--- src/rtl/regbus_pkg.sv ---
// Shared definitions for the two-master register bus arbiter:
// state encoding, bus widths, register map and the round-robin pick.
package regbus_pkg;

    localparam int ADDR_W = 3;
    localparam int DATA_W = 8;

    localparam logic [ADDR_W-1:0] GPA_OE    = 3'd0;
    localparam logic [ADDR_W-1:0] GPA_ODATA = 3'd1;
    localparam logic [ADDR_W-1:0] GPA_IDATA = 3'd2;
    localparam logic [ADDR_W-1:0] LED_NR0   = 3'd3;
    localparam logic [ADDR_W-1:0] LED_NR1   = 3'd4;
    localparam logic [ADDR_W-1:0] UART_DATA = 3'd5;
    localparam logic [ADDR_W-1:0] UART_STAT = 3'd6;

    typedef enum logic [1:0] {
        IDLE    = 2'd0,
        ISSUE   = 2'd1,
        CAPTURE = 2'd2,
        DONE    = 2'd3
    } state_e;

    // Returns the winning master index; on a tie the one not granted last wins.
    function automatic logic rr_pick(input logic req0, input logic req1, input logic last);
        if (req0 && req1) begin
            return ~last;
        end
        return req1;
    endfunction

endpackage

--- src/rtl/regbus_arb.sv ---
// Two-master round-robin arbiter/sequencer for the 8-entry register bus.
// Each transaction runs IDLE -> ISSUE -> CAPTURE -> DONE with all outputs registered.
//
// state   | meaning
// IDLE    | wait for a request, latch winner's command
// ISSUE   | single-cycle reg_we or reg_re strobe
// CAPTURE | sample reg_rdata for reads
// DONE    | one-cycle ack to the granted master
module regbus_arb #(
    parameter int ADDR_W = regbus_pkg::ADDR_W,
    parameter int DATA_W = regbus_pkg::DATA_W
) (
    input  logic              clk,
    input  logic              rst_n,
    input  logic              m0_req,
    input  logic              m0_wr,
    input  logic [ADDR_W-1:0] m0_addr,
    input  logic [DATA_W-1:0] m0_wdata,
    output logic              m0_ack,
    output logic [DATA_W-1:0] m0_rdata,
    input  logic              m1_req,
    input  logic              m1_wr,
    input  logic [ADDR_W-1:0] m1_addr,
    input  logic [DATA_W-1:0] m1_wdata,
    output logic              m1_ack,
    output logic [DATA_W-1:0] m1_rdata,
    output logic              reg_we,
    output logic              reg_re,
    output logic [ADDR_W-1:0] reg_addr,
    output logic [DATA_W-1:0] reg_wdata,
    input  logic [DATA_W-1:0] reg_rdata,
    output logic              busy
);
    import regbus_pkg::*;

    state_e            state_q, state_d;
    logic              last_grant_q, last_grant_d;
    logic              gnt_q, gnt_d;
    logic              cmd_wr_q, cmd_wr_d;
    logic [ADDR_W-1:0] addr_q, addr_d;
    logic [DATA_W-1:0] wdata_q, wdata_d;
    logic              we_q, we_d;
    logic              re_q, re_d;
    logic              ack0_q, ack0_d;
    logic              ack1_q, ack1_d;
    logic [DATA_W-1:0] rdata0_q, rdata0_d;
    logic [DATA_W-1:0] rdata1_q, rdata1_d;
    logic              busy_q, busy_d;
    logic              win;

    always_ff @(posedge clk or negedge rst_n) begin
        if (!rst_n) begin
            state_q      <= IDLE;
            last_grant_q <= 1'b1;
            gnt_q        <= 1'b0;
            cmd_wr_q     <= 1'b0;
            addr_q       <= '0;
            wdata_q      <= '0;
            we_q         <= 1'b0;
            re_q         <= 1'b0;
            ack0_q       <= 1'b0;
            ack1_q       <= 1'b0;
            rdata0_q     <= '0;
            rdata1_q     <= '0;
            busy_q       <= 1'b0;
        end else begin
            state_q      <= state_d;
            last_grant_q <= last_grant_d;
            gnt_q        <= gnt_d;
            cmd_wr_q     <= cmd_wr_d;
            addr_q       <= addr_d;
            wdata_q      <= wdata_d;
            we_q         <= we_d;
            re_q         <= re_d;
            ack0_q       <= ack0_d;
            ack1_q       <= ack1_d;
            rdata0_q     <= rdata0_d;
            rdata1_q     <= rdata1_d;
            busy_q       <= busy_d;
        end
    end

    // Strobes and acks are computed one state early so they appear registered in their own state.
    always_comb begin
        state_d      = state_q;
        last_grant_d = last_grant_q;
        gnt_d        = gnt_q;
        cmd_wr_d     = cmd_wr_q;
        addr_d       = addr_q;
        wdata_d      = wdata_q;
        we_d         = 1'b0;
        re_d         = 1'b0;
        ack0_d       = 1'b0;
        ack1_d       = 1'b0;
        rdata0_d     = rdata0_q;
        rdata1_d     = rdata1_q;
        win          = 1'b0;
        case (state_q)
            IDLE: begin
                if (m0_req || m1_req) begin
                    win      = rr_pick(m0_req, m1_req, last_grant_q);
                    gnt_d    = win;
                    cmd_wr_d = win ? m1_wr    : m0_wr;
                    addr_d   = win ? m1_addr  : m0_addr;
                    wdata_d  = win ? m1_wdata : m0_wdata;
                    we_d     = cmd_wr_d;
                    re_d     = ~cmd_wr_d;
                    state_d  = ISSUE;
                end
            end
            ISSUE: begin
                state_d = CAPTURE;
            end
            CAPTURE: begin
                if (!cmd_wr_q) begin
                    if (gnt_q) rdata1_d = reg_rdata;
                    else       rdata0_d = reg_rdata;
                end
                ack0_d  = ~gnt_q;
                ack1_d  = gnt_q;
                state_d = DONE;
            end
            DONE: begin
                last_grant_d = gnt_q;
                state_d      = IDLE;
            end
            default: state_d = IDLE;
        endcase
        busy_d = (state_d != IDLE);
    end

    assign reg_we    = we_q;
    assign reg_re    = re_q;
    assign reg_addr  = addr_q;
    assign reg_wdata = wdata_q;
    assign m0_ack    = ack0_q;
    assign m1_ack    = ack1_q;
    assign m0_rdata  = rdata0_q;
    assign m1_rdata  = rdata1_q;
    assign busy      = busy_q;

endmodule

--- config.mk ---
export PLATFORM = sky130hd
export DESIGN_NAME = regbus_arb
export DESIGN_NICKNAME = d
export VERILOG_FILES = /design/src/rtl/regbus_pkg.sv /design/src/rtl/regbus_arb.sv
export SDC_FILE = /design/constraint.sdc
export NUM_CORES = 1
export LEC_CHECK = 0
export CAP_MARGIN = 20
export CORE_MARGIN = 2
export CORE_UTILIZATION = 42
export DETAILED_ROUTE_END_ITERATION = 8
export PLACE_DENSITY = 0.79
export SLEW_MARGIN = 20
export SYNTH_ARGS = -nofsm -noshare
export SYNTH_HDL_FRONTEND = slang
export SYNTH_SLANG_ARGS = --single-unit
--- constraint.sdc ---
create_clock -name clk -period 1.7 [get_ports clk]
set_input_delay 0.34 -clock clk [delete_from_list [all_inputs] [get_ports clk]]
set_output_delay 0.34 -clock clk [all_outputs]
set_load 0.1 [all_outputs]
* Yosys cells after proc, flatten, opt, wreduce, memory -nomap -nowiden
Index checks and enable logic that the tools add are counted.
** Word-level totals
- Bits in registers :: 37
- Input bits :: 36
- Output and inout bits :: 32
- Word-level logic and storage cells :: 45
** Cells by class
- Equality and inequality tests :: 3
- Muxes and demuxes :: 18
- Bitwise logic cells :: 4
- Reductions and logical operators :: 7
** Operators by type and width (count)
- 1-bit two-way mux :: 14
- 8-bit two-way mux :: 1
- 2-bit case mux with 4 select lines :: 1
- 3-bit AND reduction :: 2
- 2-bit equality test, second input constant :: 2
- 1-bit inverter :: 4
- 3-bit two-way mux :: 1
- 2-bit by 1-bit equality test with 1-bit output, second input constant :: 1
- 2-bit zero test :: 1
- 2-bit two-way mux :: 1
- 2-bit AND reduction :: 1
- 2-bit nonzero test :: 1
- 1-bit logical AND :: 1
- 1-bit logical OR :: 1

* Longest topological paths before layout
Gate-level depths: netlist of run 1.
- Depth in word-level cells :: 11
- Depth in mapped cells :: 6

* Worst setup path before layout of run 1
OpenSTA, ideal clock, no wires.
- Kind :: register -> register
- Start point :: register state_q[0]
- End point :: register rdata0_q[0] (netlist: m0_rdata[0])
- Data arrival time :: 1.326 ns
- Path slack :: 0.248 ns
- Cell stages (with the launch flop) :: 7
- Path buffers :: 1
- Cell sequence :: dfrtp_1 -> inv_1 -> ha_1 -> nor2b_2 -> nor2b_4 -> buf_6 -> mux2_4
** Between the ends
- Cells in the longest elaborated chain, start to end :: 2
** Ends and longest elaborated chain
- start, declared :: line regbus_arb.sv:36 : state_e state_q, state_d;
- start signal, assigned :: line regbus_arb.sv:67 : state_q <= state_d;
- 2-bit equality test :: line regbus_arb.sv:98 : case (state_q)
- 3-bit AND reduction (no source line)
- end signal, assigned :: line regbus_arb.sv:77 : rdata0_q <= rdata0_d;
- end, declared :: line regbus_arb.sv:46 : logic [DATA_W-1:0] rdata0_q, rdata0_d;
Every way passes these cells.
A chain may end at the register's enable or synchronous reset.

* Worst setup path in the final report of run 1
- Start point :: register state_q[0]
- End point :: register rdata0_q[2] (netlist: m0_rdata[2])
The elaborated chain is that of the path after synthesis.

==> results of run 1 <==
[state kept, by name, summed over array words and instances, names as in the netlist]
name          count
m0_rdata          8
m1_rdata          8
reg_wdata         8
reg_addr          3
state_q           2
busy              1
cmd_wr_q          1
gnt_q             1
last_grant_q      1
m0_ack            1
m1_ack            1
reg_re            1
reg_we            1
[final cells by class]
type,count,area [sq um]
Sequential cell,37,927.1
Tap cell,48,60.06
Inverter,2,7.507
Clock buffer,6,72.57
Timing Repair Buffer,76,1094
Clock inverter,2,10.01
Multi-Input combinational cell,82,614.3
Fill cell,221,875.8
[per-stage QoR]
stage | util (%) | std cells
final | 76.08 | 253
after global routing | 76.08 | 253
after CTS | 75.53 | 252
after detailed placement | 73.00 | 243
after global placement | 73.00 | 243
after floorplan | - | 127
[how the worst max path moves through the flow]
| stage | to | slack [ps] |
|---|---|---|
| floorplan | m0_rdata[0]$_DFFE_PN0P_ | 250 |
| global placement | m0_rdata[2]$_DFFE_PN0P_ | 140 |
| detailed placement | m0_rdata[2]$_DFFE_PN0P_ | 40 |
| CTS | m0_rdata[2]$_DFFE_PN0P_ | 20 |
| global route | m0_rdata[2]$_DFFE_PN0P_ | 20 |
| finish | m0_rdata[2]$_DFFE_PN0P_ | 120 |
[cells in the final DEF (no fill, tap or decap), types with 2 or more instances in the layout]
cell and instances:
sky130_fd_sc_hd__buf_12 35, sky130_fd_sc_hd__clkinv_2 2, sky130_fd_sc_hd__inv_1 2, sky130_fd_sc_hd__nor2_1 14, sky130_fd_sc_hd__clkdlybuf4s50_1 34, sky130_fd_sc_hd__a21oi_1 24
sky130_fd_sc_hd__mux2_4 16, sky130_fd_sc_hd__dfrtp_1 36, sky130_fd_sc_hd__ha_1 3, sky130_fd_sc_hd__buf_4 5, sky130_fd_sc_hd__clkbuf_8 5, sky130_fd_sc_hd__nand2_1 11
[logic make-up (layout without fill, tap and decap cells)]
kind of cell,after synthesis,after routing
buffers and inverters,8,86
adders and majority gates,3,3
and+or+nand+nor,32,32
muxes,18,18
AOI/OAI and AO/OA,29,29
DFF,37,37
[worst reg2reg max path: cells and delay by family (launching register included)]
family / cells / cell delay, ps
mux: 1 / 300
flops: 1 / 400
buf+inv: 2 / 230
simple gates: 2 / 340
fa+ha+maj: 1 / 190
[layer usage]
layer / up-vias / wire length (um)
met5: - / 0
met4: 0 / 35
met3: 5 / 441
met2: 71 / 1803
met1: 606 / 1575
li1: 578 / -
[what timing repair did]
item,4_1_cts,5_1_grt
hold endpoints to repair,15,0
hold buffers,1,0
buffers inserted,0,1
endpoints found under the setup margin,0,8
==> impl_metrics.json, run 1 <==
{
  "outcome": "finished, final reports clean",
  "design_area_sq_um": 2785,
  "dominantRegCellSynth": "sky130_fd_sc_hd__dfrtp_1",
  "timing.critical_path.from": "state_q[0]$_DFF_PN0_",
  "setup_viol_count_final": 0,
  "timing.setup.tns_ps": 0,
  "final_net_count": 243,
  "grt_use_met1_pct": 23.99,
  "xor_and_xnor_fraction_of_the_mapped_netlist_area_pct": 0,
  "clkTransAtPathRegs_ps": 70,
  "syn_nets": 166,
  "globalRouteOverflowTotal": 0,
  "worst_ep_required_time_ps": 1870,
  "timing.hold.ws_ps": 518.4,
  "numPortBuffers": 67,
  "fp.dieArea_sq_um": 4311,
  "postSynthCellCount": 127,
  "synthMuxAreaShare_pct": 16.61,
  "avgSynthCellArea_sq_um": 12.57,
  "grt_setup_unrepaired": "false",
  "setup_slack_ps": 123.5,
  "post-synth-top-count-cell": "sky130_fd_sc_hd__dfrtp_1",
  "use_met3_pct": 9.247,
  "clock-root-buffer": "sky130_fd_sc_hd__clkbuf_8",
  "start_to_end_type_of_the_worst_setup_path": "reg -> reg",
  "drt_wl_total_mm": 3.856,
  "dpl_worst_slack_ps": 38.39,
  "clk-insertion-delay-late_ps": 290,
  "netlist-cell-type-count": 25,
  "hpwl_mm": 3.008,
  "core.rowCount": 22,
  "slew_headroom_pct": 70.89,
  "final_max_slew_viol_count": 0,
  "synthTopCellsByArea": "sky130_fd_sc_hd__dfrtp_1 (56%), sky130_fd_sc_hd__mux2_4 (15%), sky130_fd_sc_hd__a21oi_1 (7.5%)",
  "num_io_pins": 68,
  "synthDominantAreaCellType": "sky130_fd_sc_hd__dfrtp_1",
  "placed_area_sq_um": 2673,
  "layout_worst_path_cycle_share_pct": 92.73,
  "starting_density_of_the_core_pct": 43.61,
  "synth-seq-cells": 37,
  "worstReg2RegEnd": "m0_rdata[2]$_DFFE_PN0P_",
  "route.detailed.wl_per_inst_um": 15.24,
  "final.min_clock_period_ps": 1576,
  "grt_usage_pct": 19.71,
  "num_vias": 1260,
  "synth_top_family_by_area": "multiplexers",
  "critPathMaxStageDelay_ps": 400,
  "critical_path_fanouts_max": 8,
  "synth_edf_count": 0,
  "synth_area_in_adders_pct": 2.351,
  "global_route.usage.met2_pct": 30.56,
  "synthDominantCellAreaShare_pct": 56.43,
  "critical_path_buf_inv_count": 2,
  "drt_pass1_iterations": 5,
  "clock_sinks": 37,
  "grt-busiest-layer": "met2",
  "die_h_um": 65.66,
  "htree_num_levels": 2,
  "tritoncts": "yes",
  "hp-class": "in -> async",
  "number_of_global_route_vias_before_repair": 1315,
  "final_hold_viol_count": 0,
  "yosysWarningCount": 0,
  "max_cap_violations": 0,
  "areaGrowthSynthToFinish_pct": 74.45,
  "timing_worst_slew_pin_value_ps": 436.7,
  "critical_path_depth": 6,
  "first_iter_violations": 45,
  "fmaxAchievable_mhz": 634.3,
  "worst_setup_path_start_kind": "register",
  "yosys.area_share.simple_pct": 9.326,
  "cts.path.max_buffers": 2,
  "ctsResizeCount": 0,
  "worstRegToRegCells": 6,
  "crit_arrival_ps": 1740,
  "die_x_um": 65.66,
  "detail_route.drc_violations": 0,
  "worst_path_max_delay_cell": "sky130_fd_sc_hd__dfrtp_1",
  "postSynth.asyncResetShare_pct": 100.0,
  "cp_cell_sequence": "inv_1 -> ha_1 -> nor2b_2 -> nor2b_4 -> buf_12 -> mux2_4",
  "ys_seq_area_share_pct": 58.07,
  "antenna_left": 0,
  "setup.reg_to_reg.worst_slack_ps": 120,
  "grt_antenna_before_repair": 0,
  "drt-vias-per-instance": 4.980,
  "antenna_cells_inserted": 0,
  "yosys-top-cells-count": "sky130_fd_sc_hd__dfrtp_1 (36), sky130_fd_sc_hd__a21oi_1 (24), sky130_fd_sc_hd__mux2_4 (16)",
  "synth-compound-area-share_pct": 10.19,
  "finalWeightedCongestion": 0.7229,
  "cp_top_family": "flip-flops",
  "floorplan.core_area_sq_um": 3661,
  "rr_startpoint": "state_q[0]$_DFF_PN0_",
  "maximum_number_of_pins_on_one_net_before_global_route_repair": 22,
  "synth.cell_area_sq_um": 1597,
  "drive_above_1_share_pct": 35.12,
  "cts_made_buffers": 5,
  "wire_length_of_the_first_global_routing_pass_mm": 6.279,
  "finalClockSkew_ps": 6.765,
  "crit_path_end_kind": "register"
}
Power of run 1 is left out: the tool's default activity adds up to more than one toggle a clock period on the data nets, which glitch-free logic cannot reach.
==> inputs of run 2 (changes only) <==
Settings changed: PLACE_DENSITY 0.79 to 0.83, RECOVER_POWER set to 50.
==> run 2 against run 1 <==
Against the previous run:
- clock skew decreased by 1.9 ps
- non-clock buffer count shrank 3
- clock-buffer cell count shrank 1
- flip-flop and latch count is the same
- worst hold slack got worse by 270 ps
- die area unchanged
- highest routed layer unchanged
- critical path depth unchanged
- setup slack got worse by 33 ps
- maximum frequency down 2.0%
- routed wire length increased by 4.7%
- cell area is 6.5% lower
- first-iteration DRC count down 38%
==> impl_metrics.json, run 2 (synthesis results as in run 1) <==
{
  "areaGrowthSynthToFinish_pct": 63.09,
  "cts.path.max_buffers": 2,
  "fill_cell_instance_count_of_the_final_layout": 256,
  "number_of_global_route_vias_before_repair": 1365,
  "critical_path_fanouts_max": 8,
  "num_vias": 1221,
  "placed_area_sq_um": 2633,
  "mostFrequentLayoutCells": "sky130_fd_sc_hd__dfrtp_1 (36), sky130_fd_sc_hd__clkdlybuf4s50_1 (34), sky130_fd_sc_hd__a21oi_1 (24), sky130_fd_sc_hd__buf_12 (24), sky130_fd_sc_hd__mux2_4 (16)",
  "layout.cells.most_common": "sky130_fd_sc_hd__dfrtp_1",
  "start_to_end_type_of_the_worst_setup_path": "reg -> reg",
  "drt_wl_total_mm": 4.036,
  "setup.reg_to_reg.worst_slack_ps": 90,
  "detail_route.drc_violations": 0,
  "worst_ep_required_time_ps": 1870,
  "num_io_pins": 68,
  "drt_pass1_iterations": 4,
  "drt-vias-per-instance": 4.884,
  "hp-class": "in -> async",
  "final_hold_viol_count": 0,
  "tritoncts": "yes",
  "timing.setup.tns_ps": 0,
  "htree_num_levels": 2,
  "final_net_count": 240,
  "multiInputGateArea_sq_um": 616.8,
  "maximum_number_of_pins_on_one_net_before_global_route_repair": 38,
  "timing.critical_path.from": "state_q[0]$_DFF_PN0_",
  "crit_arrival_ps": 1780,
  "outcome": "finished, final reports clean",
  "worst_path_max_delay_cell": "sky130_fd_sc_hd__dfrtp_1",
  "post_cts_hold_buffer_count": 0,
  "instances_no_fill": 250,
  "crit_path_end_kind": "register",
  "globalRouteOverflowTotal": 0,
  "finalWeightedCongestion": 0.7640,
  "setup_viol_count_final": 0,
  "layout_worst_path_cycle_share_pct": 94.66,
  "core.rowCount": 22,
  "finalClockSkew_ps": 4.853,
  "die_h_um": 65.66,
  "worstRegToRegCells": 6,
  "fp.dieArea_sq_um": 4311,
  "cp_cell_sequence": "inv_1 -> ha_2 -> nor2b_2 -> nor2b_4 -> buf_12 -> mux2_4",
  "clock_sinks": 37,
  "clk-insertion-delay-late_ps": 290,
  "rr_startpoint": "state_q[0]$_DFF_PN0_",
  "setup.worst_path.end": "m0_rdata[5]$_DFFE_PN0P_",
  "cts_made_buffers": 5,
  "starting_density_of_the_core_pct": 43.61,
  "placedCellCount": 241,
  "timing_worst_slew_pin_value_ps": 884.5,
  "grt_usage_pct": 21.14,
  "register_area_sq_um": 927.1,
  "wire_length_of_the_first_global_routing_pass_mm": 6.603,
  "drive_above_1_share_pct": 35.64,
  "critPathMaxStageDelay_ps": 410,
  "hpwl_mm": 3.061,
  "grt_antenna_before_repair": 0,
  "critical_path_depth": 6,
  "clkTransAtPathRegs_ps": 70,
  "worst_setup_path_start_kind": "register",
  "final_max_slew_viol_count": 0,
  "critical_path_buf_inv_count": 2,
  "design_area_sq_um": 2604,
  "fmaxAchievable_mhz": 621.4,
  "clock-root-buffer": "sky130_fd_sc_hd__clkbuf_8",
  "first_iter_violations": 28,
  "worstReg2RegEnd": "m0_rdata[5]$_DFFE_PN0P_",
  "grt_setup_unrepaired": "false",
  "cp_top_family": "flip-flops",
  "route.detailed.wl_per_inst_um": 16.14,
  "slew_headroom_pct": 41.03,
  "floorplan.core_area_sq_um": 3661,
  "numPortBuffers": 67,
  "die_x_um": 65.66,
  "final.min_clock_period_ps": 1609,
  "max_cap_violations": 0,
  "antenna_left": 0,
  "antenna_cells_inserted": 0
}
==> run 2: final cells by class <==
cell class,count,share of cell area (%)
Clock inverter,3,0.6728
Sequential cell,37,35.61
Tap cell,48,2.307
Inverter,2,0.2883
Timing Repair Buffer,73,34.79
Clock buffer,5,2.643
Multi-Input combinational cell,82,23.69
==> run 2: how the worst min path moves through the flow <==
stage | start | to | slack, ps | depth (start not counted)
5_1_grt | rst_n | m0_rdata[1]$_DFFE_PN0P_ | 330 | 2
6_report | rst_n | m0_rdata[1]$_DFFE_PN0P_ | 250 | 2
3_5_place_dp | rst_n | m0_rdata[1]$_DFFE_PN0P_ | 420 | 2
4_1_cts | rst_n | m0_rdata[1]$_DFFE_PN0P_ | 90 | 2
2_1_floorplan | rst_n | busy$_DFF_PN0_ | 40 | 0
3_3_place_gp | rst_n | m0_rdata[1]$_DFFE_PN0P_ | 400 | 2
==> run 2: per-stage QoR <==
stage / utilization, % / setup slack (ps) / hold slack (ps)
5_1_grt: 71.12 / 0.03975 / 328.4
2_1_floorplan: - / 247.9 / 44.41
3_3_place_gp: 71.91 / 90.32 / 395.5
3_5_place_dp: 71.91 / -2.210 / 415.2
6_report: 71.12 / 90.73 / 250.2
4_1_cts: 74.81 / 61.58 / 94.13
==> run 2: what timing repair did <==
action                                  in CTS  in global routing
cloned                                       0                  0
endpoints found under the setup margin       8                  8
buffers inserted                             1                  0
gates resized for setup                      0                  1
==> run 2: metal layers <==
| metal | global-route usage, % | vias up | wire (um) |
|---|---|---|---|
| met4 | 10.16 | 0 | 87 |
| met5 | 0 | - | 0 |
| li1 | - | 577 | - |
| met3 | 7.192 | 8 | 325 |
| met1 | 24.10 | 578 | 1640 |
| met2 | 35.35 | 58 | 1984 |
Power of run 2 is left out for the same reason.
